[config.mk]
export PLATFORM = sky130hd
export DESIGN_NAME = trafficlight_nway
export DESIGN_NICKNAME = d
export VERILOG_FILES = /design/src/rtl/trafficlight_nway.sv
export SDC_FILE = /design/constraint.sdc
export NUM_CORES = 1
export LEC_CHECK = 0
export ABC_AREA = 1
export CAP_MARGIN = 20
export CORE_MARGIN = 4
export CORE_UTILIZATION = 30
export DETAILED_ROUTE_END_ITERATION = 10
export GPL_TIMING_DRIVEN = 0
export PLACE_DENSITY = 0.53
export SLEW_MARGIN = 20
export SYNTH_ARGS = -nofsm -noshare
export SYNTH_HDL_FRONTEND = slang
export SYNTH_SLANG_ARGS = --single-unit
[constraint.sdc]
create_clock -name clk -period 4.81 [get_ports clk]
set_input_delay 1.2025 -clock clk [delete_from_list [all_inputs] [get_ports clk]]
set_output_delay 1.2025 -clock clk [all_outputs]
set_load 0.02 [all_outputs]
[src/rtl/trafficlight_nway.sv]
// Purpose : N-way round-robin traffic-light controller (GREEN -> YELLOW -> ALLRED per served way).
// Latency : all outputs are registered; a traffic change is reflected on the outputs one cycle later at the earliest.
// Backpressure: none; the block free-runs every cycle and traffic is a level-sensitive request vector.
//
// Ports:
//   clk        - single clock, rising edge
//   reset      - synchronous, active-high; forces way0 GREEN with timer 0
//   traffic    - per-way vehicle-present sensors, bit i = way i
//   light      - lamp drive, way i at [3i+2:3i] encoded {red,yellow,green}
//   active_way - index of the way owning the current phase (upper unused bits are 0)
//   phase      - 00 GREEN, 01 YELLOW, 10 ALLRED
module trafficlight_nway #(
    parameter int N_WAYS    = 4,
    parameter int GREEN_MIN = 8,
    parameter int GREEN_MAX = 20,
    parameter int YELLOW_T  = 3,
    parameter int ALLRED_T  = 1,
    parameter int CNT_W     = 8
) (
    input  logic                  clk,
    input  logic                  reset,
    input  logic [N_WAYS-1:0]     traffic,
    output logic [3*N_WAYS-1:0]   light,
    output logic [2:0]            active_way,
    output logic [1:0]            phase
);

    // ------------------------------------------------------------------
    // Elaboration-time parameter sanity
    // ------------------------------------------------------------------
    if (N_WAYS < 2 || N_WAYS > 8) begin : g_bad_nways
        $error("trafficlight_nway: N_WAYS must be in 2..8");
    end
    if (GREEN_MIN < 1 || GREEN_MAX < GREEN_MIN) begin : g_bad_green
        $error("trafficlight_nway: need 1 <= GREEN_MIN <= GREEN_MAX");
    end
    if (YELLOW_T < 1 || ALLRED_T < 1) begin : g_bad_clear
        $error("trafficlight_nway: YELLOW_T and ALLRED_T must be >= 1");
    end
    if (GREEN_MAX >= (1 << CNT_W) || YELLOW_T >= (1 << CNT_W) ||
        ALLRED_T >= (1 << CNT_W)) begin : g_bad_cntw
        $error("trafficlight_nway: time parameters must fit in CNT_W bits");
    end

    // ------------------------------------------------------------------
    // Types and constants
    // ------------------------------------------------------------------
    typedef enum logic [1:0] {
        ST_GREEN  = 2'b00,
        ST_YELLOW = 2'b01,
        ST_ALLRED = 2'b10
    } state_e;

    localparam logic [2:0] LAMP_G = 3'b001;
    localparam logic [2:0] LAMP_Y = 3'b010;
    localparam logic [2:0] LAMP_R = 3'b100;

    localparam logic [CNT_W-1:0] GMIN_LAST   = CNT_W'(GREEN_MIN - 1);
    localparam logic [CNT_W-1:0] GMAX_LAST   = CNT_W'(GREEN_MAX - 1);
    localparam logic [CNT_W-1:0] YELLOW_LAST = CNT_W'(YELLOW_T - 1);
    localparam logic [CNT_W-1:0] ALLRED_LAST = CNT_W'(ALLRED_T - 1);

    localparam logic [3*N_WAYS-1:0] LIGHT_RST = {{(N_WAYS-1){LAMP_R}}, LAMP_G};

    // ------------------------------------------------------------------
    // State
    // ------------------------------------------------------------------
    state_e                 state_q, state_d;
    logic [CNT_W-1:0]       timer_q, timer_d;
    logic [2:0]             way_q,   way_d;
    logic [3*N_WAYS-1:0]    light_q, light_d;

    // ------------------------------------------------------------------
    // Request view relative to the active way.
    // trf_rot[k] is the traffic bit of way (way_q + k) mod N_WAYS, so bit 0
    // is the owner and bits 1.. are the others in round-robin order.
    // ------------------------------------------------------------------
    logic [2*N_WAYS-1:0]    trf_dbl;
    logic [N_WAYS-1:0]      trf_rot;
    logic                   own_req;
    logic                   other_req;

    assign trf_dbl   = {traffic, traffic};
    assign trf_rot   = N_WAYS'(trf_dbl >> way_q);
    assign own_req   = trf_rot[0];
    assign other_req = |trf_rot[N_WAYS-1:1];

    // ------------------------------------------------------------------
    // Round-robin successor: nearest requesting way after the owner, or the
    // plain successor when nobody is waiting.
    // ------------------------------------------------------------------
    logic [3:0]             rr_off;
    logic [3:0]             rr_sum;
    logic [2:0]             rr_way;

    always_comb begin
        rr_off = 4'd1;
        // Descending scan so the smallest requesting offset wins.
        for (int k = N_WAYS - 1; k >= 1; k--) begin
            if (trf_rot[k]) begin
                rr_off = 4'(k);
            end
        end
        rr_sum = {1'b0, way_q} + rr_off;
        if (rr_sum >= 4'(N_WAYS)) begin
            rr_sum = rr_sum - 4'(N_WAYS);
        end
        rr_way = rr_sum[2:0];
    end

    // ------------------------------------------------------------------
    // Next-state logic
    // ------------------------------------------------------------------
    always_comb begin
        state_d = state_q;
        timer_d = timer_q;
        way_d   = way_q;

        case (state_q)
            ST_GREEN: begin
                // Only leave green when someone else is waiting: either the
                // owner has gone quiet after the minimum, or the maximum hit.
                if (other_req &&
                    (((timer_q >= GMIN_LAST) && !own_req) || (timer_q == GMAX_LAST))) begin
                    state_d = ST_YELLOW;
                    timer_d = '0;
                end else if (timer_q != GMAX_LAST) begin
                    timer_d = timer_q + 1'b1;
                end
            end

            ST_YELLOW: begin
                if (timer_q == YELLOW_LAST) begin
                    state_d = ST_ALLRED;
                    timer_d = '0;
                end else begin
                    timer_d = timer_q + 1'b1;
                end
            end

            ST_ALLRED: begin
                if (timer_q == ALLRED_LAST) begin
                    state_d = ST_GREEN;
                    timer_d = '0;
                    way_d   = rr_way;
                end else begin
                    timer_d = timer_q + 1'b1;
                end
            end

            default: begin
                state_d = ST_GREEN;
                timer_d = '0;
                way_d   = '0;
            end
        endcase
    end

    // ------------------------------------------------------------------
    // Lamp decode from the next state so the lamp register lines up with
    // state_q / way_q in the same cycle.
    // ------------------------------------------------------------------
    always_comb begin
        light_d = '0;
        for (int i = 0; i < N_WAYS; i++) begin
            if (3'(i) == way_d) begin
                case (state_d)
                    ST_GREEN:  light_d[3*i +: 3] = LAMP_G;
                    ST_YELLOW: light_d[3*i +: 3] = LAMP_Y;
                    default:   light_d[3*i +: 3] = LAMP_R;
                endcase
            end else begin
                light_d[3*i +: 3] = LAMP_R;
            end
        end
    end

    // ------------------------------------------------------------------
    // Registers
    // ------------------------------------------------------------------
    always_ff @(posedge clk) begin
        if (reset) begin
            state_q <= ST_GREEN;
            timer_q <= '0;
            way_q   <= '0;
            light_q <= LIGHT_RST;
        end else begin
            state_q <= state_d;
            timer_q <= timer_d;
            way_q   <= way_d;
            light_q <= light_d;
        end
    end

    assign light      = light_q;
    assign active_way = way_q;
    assign phase      = state_q;

endmodule
==> impl_metrics.env <==
export IMPL_cts_made_buffers=3
export IMPL_critPathCaptureType="register"
export IMPL_cp_arrival_ns=3.38
export IMPL_cap_violations=0
export IMPL_crit_family="simple AND/OR/NAND/NOR gates"
export IMPL_crit_type="in2reg"
export IMPL_num_vias=1341
export IMPL_crit_fanout=3
export IMPL_p_leak_nw=0.8788
export IMPL_die_height_um=80.81
export IMPL_die_x_um=80.81
export IMPL_clock_latency_ns=0.27
export IMPL_synthCells=213
export IMPL_synth_most_common_cell="nand2_1"
export IMPL_critPathSlowestCell="fa_1"
export IMPL_hold_viol_final=0
export IMPL_grt_antenna_before_repair=0
export IMPL_skew_ns=0.002728
export IMPL_htree_num_levels=1
export IMPL_synthFlopType="dfxtp_1"
export IMPL_final_nets=251
export IMPL_cp_slowest_stage_delay_ns=0.46
export IMPL_period_share_pct=66.07
export IMPL_dieArea_sq_um=6529
export IMPL_post_cts_resized=0
export IMPL_cpMostUsedCell="nand2_2"
export IMPL_drv_slew=0
export IMPL_initial_core_util_pct=31.14
export IMPL_async_flop_share_pct=0
export IMPL_netlist_area_sq_um=1590
export IMPL_outcome="finished clean"
export IMPL_tns_ns=0
export IMPL_track_usage_pct=11.42
export IMPL_root_buffer="clkbuf_8"
export IMPL_n_antenna_cell=0
export IMPL_period_needed_ns=3.178
export IMPL_cp_start_kind="primary input"
export IMPL_critPathRequiredTime_ns=5.01
export IMPL_first_pass_iters=4
export IMPL_wl_per_cell_um=10.41
export IMPL_yosysSeqAreaShare_pct=31.47
export IMPL_synth_area_leader_cell="dfxtp_1"
export IMPL_syn_area_per_cell_sq_um=7.466
export IMPL_fp_row_count=26
export IMPL_synthTopCellsByArea="dfxtp_1 31%, nand2_1 10%, inv_1 7.6%"
export IMPL_drive_above_1_share_pct=22.69
export IMPL_ios=23
export IMPL_tightest_slew_ns=0.3717
export IMPL_clk_pin_slew_ns=0.09
export IMPL_ctsHoldBuffers=0
export IMPL_cp_cell_sequence="clkdlybuf4s50_1 > nand2_2 > nand2_1 > nand2_1 > nand2_1 > nand2_2 > inv_1 > a21oi_1 > fa_1 > inv_1 > nand2_2 > nand3_2 > nand2_4 > nor2_4 > nand2_2 > o21ai_1"
export IMPL_detail_route_antenna_nets=0
export IMPL_core_sq_um=5107
export IMPL_synth_cell_types=28
export IMPL_place_gp_congestion=0.8010
export IMPL_synthTopCellsByCount="44 x nand2_1, 32 x inv_1, 25 x dfxtp_1"
export IMPL_grt_ovfl_total=0
export IMPL_yosys_area_top_type_share_pct=31.47
export IMPL_fmax_ghz=0.3147
export IMPL_grt_setup_unrepaired="no"
export IMPL_drt_initial_drc_count=29
export IMPL_syn_nets=225
export IMPL_cts_tree="yes"
export IMPL_dp_hpwl_mm=2.658
export IMPL_cp_num_buf_inv=3
export IMPL_setup_viol=0
export IMPL_grt_pass1_vias=1310
export IMPL_pwr_density_cell_nw_per_um2=204.2
export IMPL_grt_max_degree=16
export IMPL_post_cts_setup_buffers=0
export IMPL_portBuffers=21
export IMPL_avgViaCountPerCell=4.354
export IMPL_grt_pass1_wl_mm=5.851
export IMPL_ys_ff_latch=25
export IMPL_synth_edf_count=0
export IMPL_irDropWorstVdd_uv=110.9
export IMPL_route_detailed_drc=0
export IMPL_area_growth_syn_to_layout_pct=21.79
export IMPL_cts_buffer_depth=2
export IMPL_relSlewSlack_pct=75.13
export IMPL_yosysWarnings=0
export IMPL_cts_sinks=25
export IMPL_hp_class="reg2reg"
export IMPL_finalWirelength_mm=3.207
export IMPL_post_route_util_pct=37.92
[stage by stage]
| stage | power [mW] | setup WS (ns) | hold WS (ns) | cell area, sq um | instances |
|---|---|---|---|---|---|
| after floorplan | 0.2616 | 1.961 | 0.5186 | 1590 | 213 |
| after global placement | 0.2744 | 1.324 | 0.5478 | 1888 | 304 |
| after detailed placement | 0.2745 | 1.300 | 0.5520 | 1888 | 304 |
| after CTS | 0.4017 | 1.586 | 0.5680 | 1937 | 308 |
| after global routing | 0.4186 | 1.317 | 0.6210 | 1937 | 308 |
| final | 0.3956 | 1.632 | 0.5610 | 1937 | 308 |
[routing by layer]
metal,part of all wire (%),track usage (%),vias to the layer above
li1,-,-,719
met1,47,14.17,603
met3,3.2,2.328,4
met5,0,0,-
met2,48,19.46,15
met4,1.2,4.223,0
[power by group]
| part | internal [mW] | switching [mW] |
|---|---|---|
| Combinational | 0.0230 | 0.0329 |
| Clock | 0.0587 | 0.0677 |
| Sequential | 0.210 | 0.00354 |
| Total | 0.291 | 0.104 |
[cells by family (layout without fill, tap and decap cells)]
group	Yosys count	after routing	synth area share, %
and+or+nand+nor	125	125	44.61
buffers and inverters	38	63	10.78
DFF	25	25	31.47
AOI/OAI and AO/OA	19	19	7.946
adders and majority gates	6	6	5.193
[area by class of cell]
class	instances	area [sq um]
Fill cell	553	3171
Timing Repair Buffer	21	210.2
Multi-Input combinational cell	150	918.4
Clock buffer	3	41.29
Buffer	1	32.53
Inverter	37	138.9
Clock inverter	1	7.507
Tap cell	70	87.58
Sequential cell	25	500.5
[worst min-delay path, stage by stage (launching register included)]
cell and delay, ns:
dfxtp_1 0.36, nand2_1 0.06, nand2_1 0.07, nor3_2 0.04
[placed cells by master, fill, tap and decap left out]
| cell type | synthesis | layout |
|---|---|---|
| nor2_8 | 1 | 1 |
| o21ai_0 | 5 | 5 |
| and2_1 | 1 | 1 |
| clkdlybuf4s50_1 | 0 | 21 |
| nand3_1 | 19 | 19 |
| a21oi_2 | 2 | 2 |
| o21ai_4 | 1 | 1 |
| clkbuf_8 | 0 | 3 |
| nand3b_1 | 1 | 1 |
| nand4_1 | 3 | 3 |
| nor3_1 | 2 | 2 |
| nor3_2 | 5 | 5 |
| inv_2 | 5 | 5 |
| bufbuf_16 | 1 | 1 |
| inv_1 | 32 | 32 |
| nand2_2 | 15 | 15 |
| o22ai_2 | 1 | 1 |
| nand3_2 | 6 | 6 |
| clkinvlp_4 | 0 | 1 |
| nor2_2 | 4 | 4 |
| nor2_1 | 15 | 15 |
| dfxtp_1 | 25 | 25 |
| nand2_1 | 44 | 44 |
| a21o_1 | 1 | 1 |
| ha_1 | 5 | 5 |
| nor2_4 | 6 | 6 |
| nand2_4 | 3 | 3 |
| a21oi_1 | 5 | 5 |
| fa_1 | 1 | 1 |
| o31ai_1 | 1 | 1 |
| o21ai_1 | 3 | 3 |
[state kept, by name, indices dropped and copies added, names as in the netlist]
| signal | cells |
|---|---|
| light | 12 |
| timer_q | 8 |
| active_way | 3 |
| phase | 2 |
[path summary, 6_finish.rpt]
| path | slack, ns | to | start | cells past startpoint |
|---|---|---|---|---|
| worst min register to register | 0.56 | timer_q[7] | timer_q[7] | 3 |
| worst max-delay path | 1.63 | light[0] | traffic[3] | 16 |
| worst min-delay path | 0.56 | timer_q[7] | timer_q[7] | 3 |
| worst max register to register | 2.38 | light[0] | active_way[0] | 16 |
(Power assumes the default switching activity.)
